==> src/rtl/frame_reader_pkg.sv <==
// Shared types and constants for the SDRAM frame reader: FSM states, pixel-entry
// pieces and the controller read latency.
package frame_reader_pkg;

   typedef enum logic [1:0] {
      ST_IDLE  = 2'd0,
      ST_RUN   = 2'd1,
      ST_DRAIN = 2'd2
   } state_e;

   localparam int READ_LATENCY = 1;
   localparam int COLOR_WIDTH  = 8;
   localparam int NUM_COLORS   = 4;
   localparam int FLAG_WIDTH   = 2;

   typedef struct packed {
      logic [COLOR_WIDTH-1:0] red;
      logic [COLOR_WIDTH-1:0] green;
      logic [COLOR_WIDTH-1:0] blue;
      logic [COLOR_WIDTH-1:0] gray;
   } colour_t;

   typedef struct packed {
      logic sof;
      logic eof;
   } flags_t;

   // Buffer entry: colours, x, y, then flags.
   function automatic int entry_width(input int dim_width);
      return NUM_COLORS * COLOR_WIDTH + 2 * dim_width + FLAG_WIDTH;
   endfunction

endpackage

==> src/rtl/pixel_sync_fifo.sv <==
// Single-clock FIFO with synchronous reset, occupancy count and simultaneous
// push/pop. DEPTH must be a power of two so the pointers wrap naturally.
module pixel_sync_fifo
   import frame_reader_pkg::*;
#(
   parameter int DEPTH = 4,
   parameter int WIDTH = 8
) (
   input  logic                     clock,
   input  logic                     reset,
   input  logic                     push_i,
   input  logic [WIDTH-1:0]         data_i,
   input  logic                     pop_i,
   output logic [WIDTH-1:0]         data_o,
   output logic [$clog2(DEPTH):0]   count_o,
   output logic                     empty_o
);

   localparam int AW = $clog2(DEPTH);
   localparam logic [AW-1:0] PTR_ONE = AW'(1);
   localparam logic [AW:0]   CNT_ONE = (AW + 1)'(1);
   localparam logic [AW:0]   CNT_MAX = (AW + 1)'(DEPTH);

   logic [WIDTH-1:0] mem_q [DEPTH];
   logic [AW-1:0]    wr_ptr_q;
   logic [AW-1:0]    rd_ptr_q;
   logic [AW:0]      count_q;
   logic             do_push_s;
   logic             do_pop_s;
   logic             full_s;

   assign empty_o   = (count_q == '0);
   assign full_s    = (count_q == CNT_MAX);
   assign do_pop_s  = pop_i && !empty_o;
   // A push into a full FIFO is still taken when the head leaves in the same cycle.
   assign do_push_s = push_i && (!full_s || do_pop_s);
   assign data_o    = mem_q[rd_ptr_q];
   assign count_o   = count_q;

   always_ff @(posedge clock) begin
      if (reset) begin
         wr_ptr_q <= '0;
         rd_ptr_q <= '0;
         count_q  <= '0;
         for (int i = 0; i < DEPTH; i++) begin
            mem_q[i] <= '0;
         end
      end else begin
         if (do_push_s) begin
            mem_q[wr_ptr_q] <= data_i;
            wr_ptr_q        <= wr_ptr_q + PTR_ONE;
         end
         if (do_pop_s) begin
            rd_ptr_q <= rd_ptr_q + PTR_ONE;
         end
         case ({do_push_s, do_pop_s})
            2'b10:   count_q <= count_q + CNT_ONE;
            2'b01:   count_q <= count_q - CNT_ONE;
            default: count_q <= count_q;
         endcase
      end
   end

endmodule

==> src/rtl/sdram_frame_reader.sv <==
// Reads one frame from the SDRAM controller read port, one pixel per request,
// and re-emits it as a valid/ready raster stream with coordinates and frame markers.
module sdram_frame_reader
   import frame_reader_pkg::*;
#(
   parameter int BUFFER_DEPTH = 4,
   parameter int DIM_WIDTH    = 16
) (
   input  logic                 clock,
   input  logic                 reset,
   input  logic [DIM_WIDTH-1:0] width,
   input  logic [DIM_WIDTH-1:0] height,
   input  logic                 iStart,
   output logic                 oRead,
   input  logic [7:0]           iRed,
   input  logic [7:0]           iGreen,
   input  logic [7:0]           iBlue,
   input  logic [7:0]           iGray,
   output logic                 oValid,
   input  logic                 iReady,
   output logic [7:0]           oRed,
   output logic [7:0]           oGreen,
   output logic [7:0]           oBlue,
   output logic [7:0]           oGray,
   output logic [DIM_WIDTH-1:0] oX,
   output logic [DIM_WIDTH-1:0] oY,
   output logic                 oStartOfFrame,
   output logic                 oEndOfFrame,
   output logic                 oBusy,
   output logic                 oDone
);

   localparam int CNT_W   = $clog2(BUFFER_DEPTH) + 1;
   localparam int CW      = CNT_W + 1;
   localparam int ENTRY_W = entry_width(DIM_WIDTH);
   localparam logic [CNT_W:0]       DEPTH_C = CW'(BUFFER_DEPTH);
   localparam logic [DIM_WIDTH-1:0] DIM_ONE = DIM_WIDTH'(1);

   typedef struct packed {
      logic [DIM_WIDTH-1:0] x;
      logic [DIM_WIDTH-1:0] y;
      flags_t               flags;
   } meta_t;

   typedef struct packed {
      colour_t colour;
      meta_t   meta;
   } entry_t;

   state_e               state_q, state_d;
   logic [DIM_WIDTH-1:0] w_q, w_d;
   logic [DIM_WIDTH-1:0] h_q, h_d;
   logic [DIM_WIDTH-1:0] rx_q, rx_d;
   logic [DIM_WIDTH-1:0] ry_q, ry_d;
   logic [READ_LATENCY-1:0] inflight_q;
   meta_t                meta_q [READ_LATENCY];

   logic                 read_s;
   logic                 done_s;
   logic                 last_x_s;
   logic                 last_y_s;
   logic                 inflight_s;
   logic                 pop_s;
   logic                 empty_s;
   logic [CNT_W-1:0]     occupancy_s;
   logic [CNT_W:0]       credit_s;
   logic                 credit_ok_s;
   meta_t                req_meta_s;
   entry_t               push_entry_s;
   entry_t               head_s;
   logic [ENTRY_W-1:0]   head_bits_s;

   assign last_x_s   = (rx_q == w_q - DIM_ONE);
   assign last_y_s   = (ry_q == h_q - DIM_ONE);
   assign inflight_s = |inflight_q;
   assign pop_s      = !empty_s && iReady;

   // Occupancy plus the outstanding read, minus what leaves this cycle, must leave a free slot.
   assign credit_s    = {1'b0, occupancy_s} + CW'(inflight_s) - CW'(pop_s);
   assign credit_ok_s = (credit_s < DEPTH_C);

   assign req_meta_s.x         = rx_q;
   assign req_meta_s.y         = ry_q;
   assign req_meta_s.flags.sof = (rx_q == '0) && (ry_q == '0);
   assign req_meta_s.flags.eof = last_x_s && last_y_s;

   always_comb begin
      state_d = state_q;
      w_d     = w_q;
      h_d     = h_q;
      rx_d    = rx_q;
      ry_d    = ry_q;
      read_s  = 1'b0;
      done_s  = 1'b0;
      case (state_q)
         ST_IDLE: begin
            if (iStart && (width != '0) && (height != '0)) begin
               state_d = ST_RUN;
               w_d     = width;
               h_d     = height;
               rx_d    = '0;
               ry_d    = '0;
            end else begin
               state_d = ST_IDLE;
            end
         end
         ST_RUN: begin
            read_s = credit_ok_s;
            if (read_s && last_x_s) begin
               rx_d = '0;
               if (last_y_s) begin
                  state_d = ST_DRAIN;
               end else begin
                  ry_d = ry_q + DIM_ONE;
               end
            end else if (read_s) begin
               rx_d = rx_q + DIM_ONE;
            end else begin
               rx_d = rx_q;
            end
         end
         ST_DRAIN: begin
            if (pop_s && head_s.meta.flags.eof) begin
               done_s  = 1'b1;
               state_d = ST_IDLE;
            end else begin
               state_d = ST_DRAIN;
            end
         end
         default: state_d = ST_IDLE;
      endcase
   end

   always_ff @(posedge clock) begin
      if (reset) begin
         state_q <= ST_IDLE;
         w_q     <= '0;
         h_q     <= '0;
         rx_q    <= '0;
         ry_q    <= '0;
      end else begin
         state_q <= state_d;
         w_q     <= w_d;
         h_q     <= h_d;
         rx_q    <= rx_d;
         ry_q    <= ry_d;
      end
   end

   // Request tags travel alongside the read so they meet the returned data.
   always_ff @(posedge clock) begin
      if (reset) begin
         inflight_q <= '0;
         for (int i = 0; i < READ_LATENCY; i++) begin
            meta_q[i] <= '0;
         end
      end else begin
         inflight_q[0] <= read_s;
         meta_q[0]     <= req_meta_s;
         for (int i = 1; i < READ_LATENCY; i++) begin
            inflight_q[i] <= inflight_q[i-1];
            meta_q[i]     <= meta_q[i-1];
         end
      end
   end

   assign push_entry_s.colour.red   = iRed;
   assign push_entry_s.colour.green = iGreen;
   assign push_entry_s.colour.blue  = iBlue;
   assign push_entry_s.colour.gray  = iGray;
   assign push_entry_s.meta         = meta_q[READ_LATENCY-1];

   pixel_sync_fifo #(
      .DEPTH (BUFFER_DEPTH),
      .WIDTH (ENTRY_W)
   ) u_fifo (
      .clock   (clock),
      .reset   (reset),
      .push_i  (inflight_q[READ_LATENCY-1]),
      .data_i  (push_entry_s),
      .pop_i   (pop_s),
      .data_o  (head_bits_s),
      .count_o (occupancy_s),
      .empty_o (empty_s)
   );

   assign head_s        = head_bits_s;
   assign oRead         = read_s;
   assign oValid        = !empty_s;
   assign oRed          = head_s.colour.red;
   assign oGreen        = head_s.colour.green;
   assign oBlue         = head_s.colour.blue;
   assign oGray         = head_s.colour.gray;
   assign oX            = head_s.meta.x;
   assign oY            = head_s.meta.y;
   assign oStartOfFrame = oValid && head_s.meta.flags.sof;
   assign oEndOfFrame   = oValid && head_s.meta.flags.eof;
   assign oDone         = done_s;
   assign oBusy         = (state_q != ST_IDLE) && !done_s;

endmodule

==> config.mk <==
export PLATFORM = sky130hd
export DESIGN_NAME = sdram_frame_reader
export DESIGN_NICKNAME = d
export VERILOG_FILES = /design/src/rtl/frame_reader_pkg.sv /design/src/rtl/pixel_sync_fifo.sv /design/src/rtl/sdram_frame_reader.sv
export SDC_FILE = /design/constraint.sdc
export NUM_CORES = 1
export LEC_CHECK = 0
export ABC_CLOCK_PERIOD_IN_PS = 4650
export CELL_PAD_IN_SITES_DETAIL_PLACEMENT = 0
export CELL_PAD_IN_SITES_GLOBAL_PLACEMENT = 1
export CORE_MARGIN = 4
export CORE_UTILIZATION = 43
export CTS_CLUSTER_DIAMETER = 80
export DETAILED_ROUTE_END_ITERATION = 16
export PLACE_DENSITY_LB_ADDON = 0.1
export SYNTH_ARGS = -nofsm -noshare
export SYNTH_HDL_FRONTEND = slang
export SYNTH_SLANG_ARGS = --single-unit
==> constraint.sdc <==
create_clock -name clock -period 4.65 [get_ports clock]
set_clock_uncertainty 0.1 [all_clocks]
set_input_delay 0.93 -clock clock [delete_from_list [all_inputs] [get_ports clock]]
set_output_delay 0.93 -clock clock [all_outputs]
set_load 0.005 [all_outputs]
==> results.py <==
metrics = {
    "routing": {
        "vias_per_cell": 5.159,
        "postRouteAntennaNets": 0,
        "firstDrtPassIters": 5,
        "drt-initial-drc-count": 536,
        "wl_per_cell_um": 18.92,
        "routed_wl_um": 38620,
        "drc_errors": 0,
        "num_vias": 10529,
    },
    "setup_path": {
        "crit_fanout": 3,
        "critPathRequiredTime_ns": 3.62,
        "worstRegToRegCells": 11,
        "end_kind": "output pin",
        "slowest_stage": "clkdlybuf4s50_1",
        "cp.arrival_ns": 3.50,
        "start_kind": "input port",
        "worstPathCellList": "clkdlybuf4s50_1, and2_1, ha_1, inv_1, ha_1, and3b_1, o41ai_1, o31ai_2, nor2_2, clkdlybuf4s50_1",
        "r2r_end": "ry_q[15]",
        "r2r_slack_ns": 0.79,
        "cpPeakStageDelay_ns": 0.53,
        "reg2reg_from": "w_q[0]",
        "critical_path_class": "in2out",
    },
    "worst_hold_path": {
        "min_path_type": "reg2reg",
        "min_from": "w_q[15]",
        "hold_depth": 2,
        "holdPathEnd": "w_q[15]",
    },
    "global_route": {
        "grt_max_degree": 67,
        "antenna_found_initial": 0,
        "first_global_vias": 10744,
        "grt.total_usage_pct": 18.71,
        "grt_overflow_total": 0,
        "grt_pass1_wl_um": 60990,
    },
    "sta": {
        "setup_violations": 0,
        "clock.fmax_mhz": 220.6,
        "drv_slew": 0,
        "worst_pin_slew_ns": 0.9442,
        "hold-worst-slack_ns": 0.3700,
        "timing.slew.headroom_pct": 37.05,
        "finalCriticalPeriod_ns": 4.533,
        "fin_ws_ns": 0.1165,
        "hold_violations": 0,
        "post-route-period-util_pct": 97.49,
    },
    "clocking": {
        "cts.sinks": 374,
        "cts_tree": "yes",
        "cts_htree_levels": 2,
        "cts_buffer_depth": 3,
        "post_cts_buffers": 0,
        "cts-root-buf": "clkbuf_16",
        "clk_latency_ns": 0.56,
        "holdBufCountCts": 0,
        "ctsResizeCount": 0,
        "clk_pin_slew_ns": 0.05,
        "numCtsBuffers": 42,
    },
    "floorplanning": {
        "dieHeight_um": 203.7,
        "fp.dieArea_um2": 41480,
        "die_w_um": 203.7,
        "num_rows": 71,
        "initial_core_util_pct": 43.61,
        "fp.coreArea_um2": 37760,
        "io_pins": 138,
    },
    "placed_design": {
        "dp_cells": 1966,
        "gp_congestion": 0.7774,
        "dp_hpwl_um": 23790,
        "place_ws_ns": 0.1451,
        "io_buffers": 137,
    },
    "synthesis": {
        "yosysTopAreaCell": "edfxtp_1",
        "synthTopCellsByArea": "edfxtp_1 (48%), dfxtp_1 (13%), mux4_2 (9.0%)",
        "yosysSeqAreaShare_pct": 61.53,
        "synth-warning-count": 0,
        "synth_mux_area_share_pct": 9.287,
        "syn_area_per_cell_um2": 11.95,
        "synth_enable_flop_cells": 264,
        "ys_ff_latch": 374,
        "async_reset_ff_share_pct": 0,
        "syn_nets": 1456,
        "synth_xor_area_share_pct": 3.192,
        "synthAdderAreaFrac_pct": 0.8056,
        "synthCells": 1378,
        "syn_area_um2": 16460,
        "synth_compound_area_share_pct": 3.967,
        "yosys.area_share.simple_pct": 17.28,
        "synthDistinctLibCells": 60,
        "ys.flop_type": "edfxtp_1",
        "synth.top_cell.area_share_pct": 48.15,
        "synth_top_family_by_area": "simple AND/OR/NAND/NOR gates",
    },
    "finish": {
        "finish.net_count": 1577,
        "n_fill_cell": 3357,
        "antenna_cells": 0,
        "syn_to_final_growth_pct": 20.11,
        "fin_cells": 2041,
        "fin_util_pct": 52.37,
        "drive_gt1_share_pct": 11.50,
    },
    "pwr": {
        "total_leakage_power_nw": 7.202,
        "peakVddDrop_uv": 258.6,
        "power_density_nw_per_um2": 441.0,
        "power_mw": 8.721,
    },
    "job": {
        "max_cap_violations": 0,
    },
    "run_status": {
        "status": "finished, final reports clean",
    },
}
==> layout make-up <==
type / count / area (µm²) / area share (%)
sequential: 374 / 10130 / 51.25
multi-input combinational: 834 / 5743 / 29.04
timing repair buffer: 164 / 1632 / 8.251
clock buffer: 60 / 1190 / 6.017
tap: 511 / 639.4 / 3.233
inverter: 83 / 311.5 / 1.576
clock inverter: 15 / 123.9 / 0.6264
==> placed cells by master (no fill, tap or decap), drive strengths merged, types with 26 or more instances in the layout <==
cell type      count
edfxtp           264
nor2             198
nand2            157
clkdlybuf4s50    136
dfxtp            110
inv               85
and2              72
mux4              66
clkbuf            60
a21oi             45
xnor2             39
nor2b             32
buf               28
nor4              26
==> flip-flops by register name (all words and copies together), names as in the netlist, named ones only <==
signal and flops:
h_q 16, inflight_q 1, meta_q 34, rx_q 16, ry_q 16, state_q 2, u_fifo.count_o 3, u_fifo.mem_q 264
u_fifo.rd_ptr_q 2, u_fifo.wr_ptr_q 2, w_q 16
==> critical path, delay by kind of cell <==
kind            cells  cell delay [ns]
buf+inv             3             1.06
compound gates      2             0.53
fa+ha+maj           2             0.41
simple gates        3             0.55
==> where the power goes <==
part / switching [mW] / internal, mW / leakage (nW) / total [mW]
Combinational: 0.861 / 0.792 / 2.95 / 1.65
Clock: 1.29 / 1.84 / 0.641 / 3.13
Sequential: 0.123 / 3.81 / 3.61 / 3.93
Total: 2.28 / 6.44 / 7.20 / 8.72
==> logic make-up after synthesis <==
kind of cell,after synthesis
xor gates and xnor gates,60
and+or+nand+nor,592
AOI/OAI and AO/OA,102
buffers and inverters,170
DFF,374
adders and majority gates,10
muxes,70
==> cells in the mapped netlist, types with 15 or more instances <==
library cell / instances
nor2b_1: 32
buf_1: 15
nand4_1: 18
and2_1: 72
a21oi_1: 44
nand3_1: 22
dfxtp_1: 110
mux4_2: 66
nor2_1: 198
clkbuf_1: 69
xor2_1: 21
edfxtp_1: 264
xnor2_1: 39
inv_1: 83
nand2_1: 157
nor4_1: 26
==> worst max-delay path by stage <==
stage | start | end | cells past startpoint
2_1_floorplan | iReady | u_fifo.mem_q[1][0] | 2
3_3_place_gp | iReady | oRead | 10
3_5_place_dp | iReady | oRead | 10
4_1_cts | iReady | oRead | 10
5_1_grt | iReady | oRead | 10
6_report | iReady | oRead | 10
==> through the flow <==
step	TNS, ns	area, µm²
floorplan	-21.71	16460
global placement	0	18450
detailed placement	0	18450
CTS	0	19770
global route	-0.002500	19770
finish	0	19770
==> per-layer routing <==
| layer | global-route usage, % | vias to the layer above | share of wire [%] |
|---|---|---|---|
| li1 | - | 5108 | - |
| met1 | 25.35 | 5178 | 45 |
| met2 | 31.93 | 202 | 49 |
| met3 | 3.355 | 41 | 4.3 |
| met4 | 3.879 | 0 | 1.4 |
| met5 | 0 | - | 0 |
(Power assumes the default switching activity.)
==> RTL change (same settings) <==
Reset style: asynchronous (`reset`), changed in 3 clocked blocks. Comments in the files are not updated.
--- a/src/rtl/pixel_sync_fifo.sv
+++ b/src/rtl/pixel_sync_fifo.sv
@@ -37,7 +37,7 @@
    assign data_o    = mem_q[rd_ptr_q];
    assign count_o   = count_q;
 
-   always_ff @(posedge clock) begin
+   always_ff @(posedge clock or posedge reset) begin
       if (reset) begin
          wr_ptr_q <= '0;
          rd_ptr_q <= '0;
--- a/src/rtl/sdram_frame_reader.sv
+++ b/src/rtl/sdram_frame_reader.sv
@@ -131,7 +131,7 @@
       endcase
    end
 
-   always_ff @(posedge clock) begin
+   always_ff @(posedge clock or posedge reset) begin
       if (reset) begin
          state_q <= ST_IDLE;
          w_q     <= '0;
@@ -148,7 +148,7 @@
    end
 
    // Request tags travel alongside the read so they meet the returned data.
-   always_ff @(posedge clock) begin
+   always_ff @(posedge clock or posedge reset) begin
       if (reset) begin
          inflight_q <= '0;
          for (int i = 0; i < READ_LATENCY; i++) begin
Formal check against the unedited RTL: differs if reset is asserted again (counterexample within 4 cycles, from zero or initial values and one cycle with reset high); with reset held inactive, the same outputs for 4 cycles.
==> RTL change against the original RTL <==
- design area up 4.4%
- routed wire length down 1.8%
- via count about the same
- worst setup slack better by 0.092 ns
- largest cell class unchanged
- synthesized area up 4.3%
- sequential cell count down 2
Power is not compared: it rests on default switching activity, and its combinational part moved more than twofold at a synthesized area within 25%.
==> RTL change: results (changes against the original RTL) <==
Run status
  • Result of the run: finished clean (unchanged)

Global routing
  • GRT Total Usage: 17.7% (was 18.7%)
  • Initial antenna violation count: 1 (was 0)
  • Maximum number of pins on one net before global-route repair: 93 (was 67)
  • Wire length of the first global-routing pass: 62500 µm (was 61000 µm)
  • Vias in the first global route: 11089 (was 10744)

Detailed routing
  • Detailed Route Iter0 Violations: 461 (was 536)
  • Routed vias/inst: 5.39 (was 5.16)
  • Drt total wl: 37900 µm (was 38600 µm)
  • Router iterations before antenna repair: 4 (was 5)

Worst setup path
  • Biggest fanout along the worst timing path: 4 (was 3)
  • Largest incremental delay on the critical path: 0.52 ns
  • Family with the most delay on the worst path: buffers and inverters (unchanged)
  • Worst path arrival time: 3.41 ns (was 3.50 ns)

Cells and area
  • Proportion of layout cells with a drive suffix above 1: 31.7% (was 11.5%)
  • Fill cell count: 3351 (was 3357)
  • Total Nets Final: 1487 (was 1577)

Yosys
  • Share of synthesized flip-flops with an asynchronous set or reset: 100% (was 0%)
  • Most numerous cell types in the synthesized netlist: sky130_fd_sc_hd__dfrtp_1, sky130_fd_sc_hd__mux2_2, sky130_fd_sc_hd__nand2_1 (was sky130_fd_sc_hd__edfxtp_1, sky130_fd_sc_hd__nor2_1, sky130_fd_sc_hd__nand2_1)
  • Top cells by area, synth: sky130_fd_sc_hd__dfrtp_1, sky130_fd_sc_hd__mux2_2, sky130_fd_sc_hd__mux4_2, sky130_fd_sc_hd__nand2_1, sky130_fd_sc_hd__xnor2_1 (was sky130_fd_sc_hd__edfxtp_1, sky130_fd_sc_hd__dfxtp_1, sky130_fd_sc_hd__mux4_2, sky130_fd_sc_hd__nor2_1, sky130_fd_sc_hd__nand2_1)
  • Most used flip-flop cell after synthesis: sky130_fd_sc_hd__dfrtp_1 (was sky130_fd_sc_hd__edfxtp_1)
  • Total nets after synthesis: 1359 (was 1456)
  • Count of cell types in the netlist: 71 (was 60)
  • Sequential-to-total area share from yosys stat: 54.2% (was 61.5%)

Placement
  • Placer Congestion: 0.783 (was 0.777)
  • Detail Placement HPWL: 25000 µm (was 23800 µm)
  • Port Buf Inserts: 137 (unchanged)
  • DP Worst Slack: 0.104 ns (was 0.145 ns)

Clock network
  • Cell at the root of the clock tree: sky130_fd_sc_hd__clkbuf_16 (unchanged)
  • Maximum number of buffers from clock root to sink: 3 (unchanged)
  • Buffers inserted during post-CTS setup optimization: 0 (unchanged)

STA
  • Worst-margin pin slew: 0.789 ns (was 0.944 ns)
-- RTL change: cell types whose count changed after synthesis, sizes merged, moves of 31 or more --
cell    before  now
a21oi       45   14
and2        72    9
dfrtp        0  372
dfxtp      110    0
edfxtp     264    0
inv         83   31
mux2         2  265
nand2      157  119
nor2       198   36
-- RTL change: path summary, 6_finish.rpt --
kind                            cells after the start  startpoint  slack (ns)                 to
worst min-delay path                                2     h_q[15]        0.39            h_q[15]
max in group asynchronous                           3       reset        2.72  u_fifo.mem_q[210]
worst max-delay path                               11      iReady        0.21              oRead
worst min register to register                      2     h_q[15]        0.39            h_q[15]
worst max register to register                     10      h_q[0]        0.51            ry_q[0]
min in group asynchronous                           2       reset        0.76  u_fifo.mem_q[187]
-- RTL change: cells by family after synthesis --
kind of cell | Yosys count | share of synthesized area, %
adder cells (fa/ha/maj) | 15 | 1.12
buffers and inverters | 107 | 2.66
XOR/XNOR | 55 | 2.80
flip-flops | 372 | 54.2
AND/OR/NAND/NOR | 314 | 9.80
multiplexers | 338 | 26.4
AO/OA/AOI/OAI | 76 | 2.99
-- RTL change: layout make-up --
type | instances | area share [%]
Sequential cell | 372 | 45.1
Multi-Input combinational cell | 798 | 36.0
Timing Repair Buffer | 160 | 8.14
Clock buffer | 64 | 6.07
Tap cell | 518 | 3.14
Clock inverter | 13 | 0.909
Inverter | 31 | 0.582
-- RTL change: worst register-to-register path: cells and delay by family (launching register included) --
| family | cells | cell delay [ns] |
|---|---|---|
| AOI/OAI and AO/OA | 4 | 1.62 |
| and+or+nand+nor | 3 | 1.24 |
| DFF | 1 | 0.42 |
| muxes | 1 | 0.32 |
| adders and majority gates | 1 | 0.22 |
| buffers and inverters | 1 | 0.10 |
-- RTL change: report_power, final --
group	internal [mW]	switching (mW)	leakage [nW]
Combinational	2.13	1.36	3.76
Sequential	4.02	0.502	4.80
Clock	2.09	1.34	0.712
Total	8.24	3.20	9.27
-- RTL change: stage by stage --
step	util, %	hold slack, ns	cell area, µm²	power, mW	cells
global placement	49.1	0.382	19200	8.09	1879
CTS	52.8	0.394	20600	11.6	1956
detailed placement	49.1	0.384	19200	8.15	1879
floorplan	-	0.249	17200	6.67	1277
finish	52.8	0.395	20600	11.4	1956
global route	52.8	0.400	20600	12.1	1956
-- RTL change: metal layers --
| metal | global-route usage [%] | vias up | part of all wire, % |
|---|---|---|---|
| li1 | - | 4891 | - |
| met1 | 25.5 | 5428 | 47 |
| met2 | 28.1 | 169 | 47 |
| met3 | 3.48 | 47 | 4.0 |
| met4 | 3.78 | 2 | 1.6 |
| met5 | 0 | - | 0.034 |
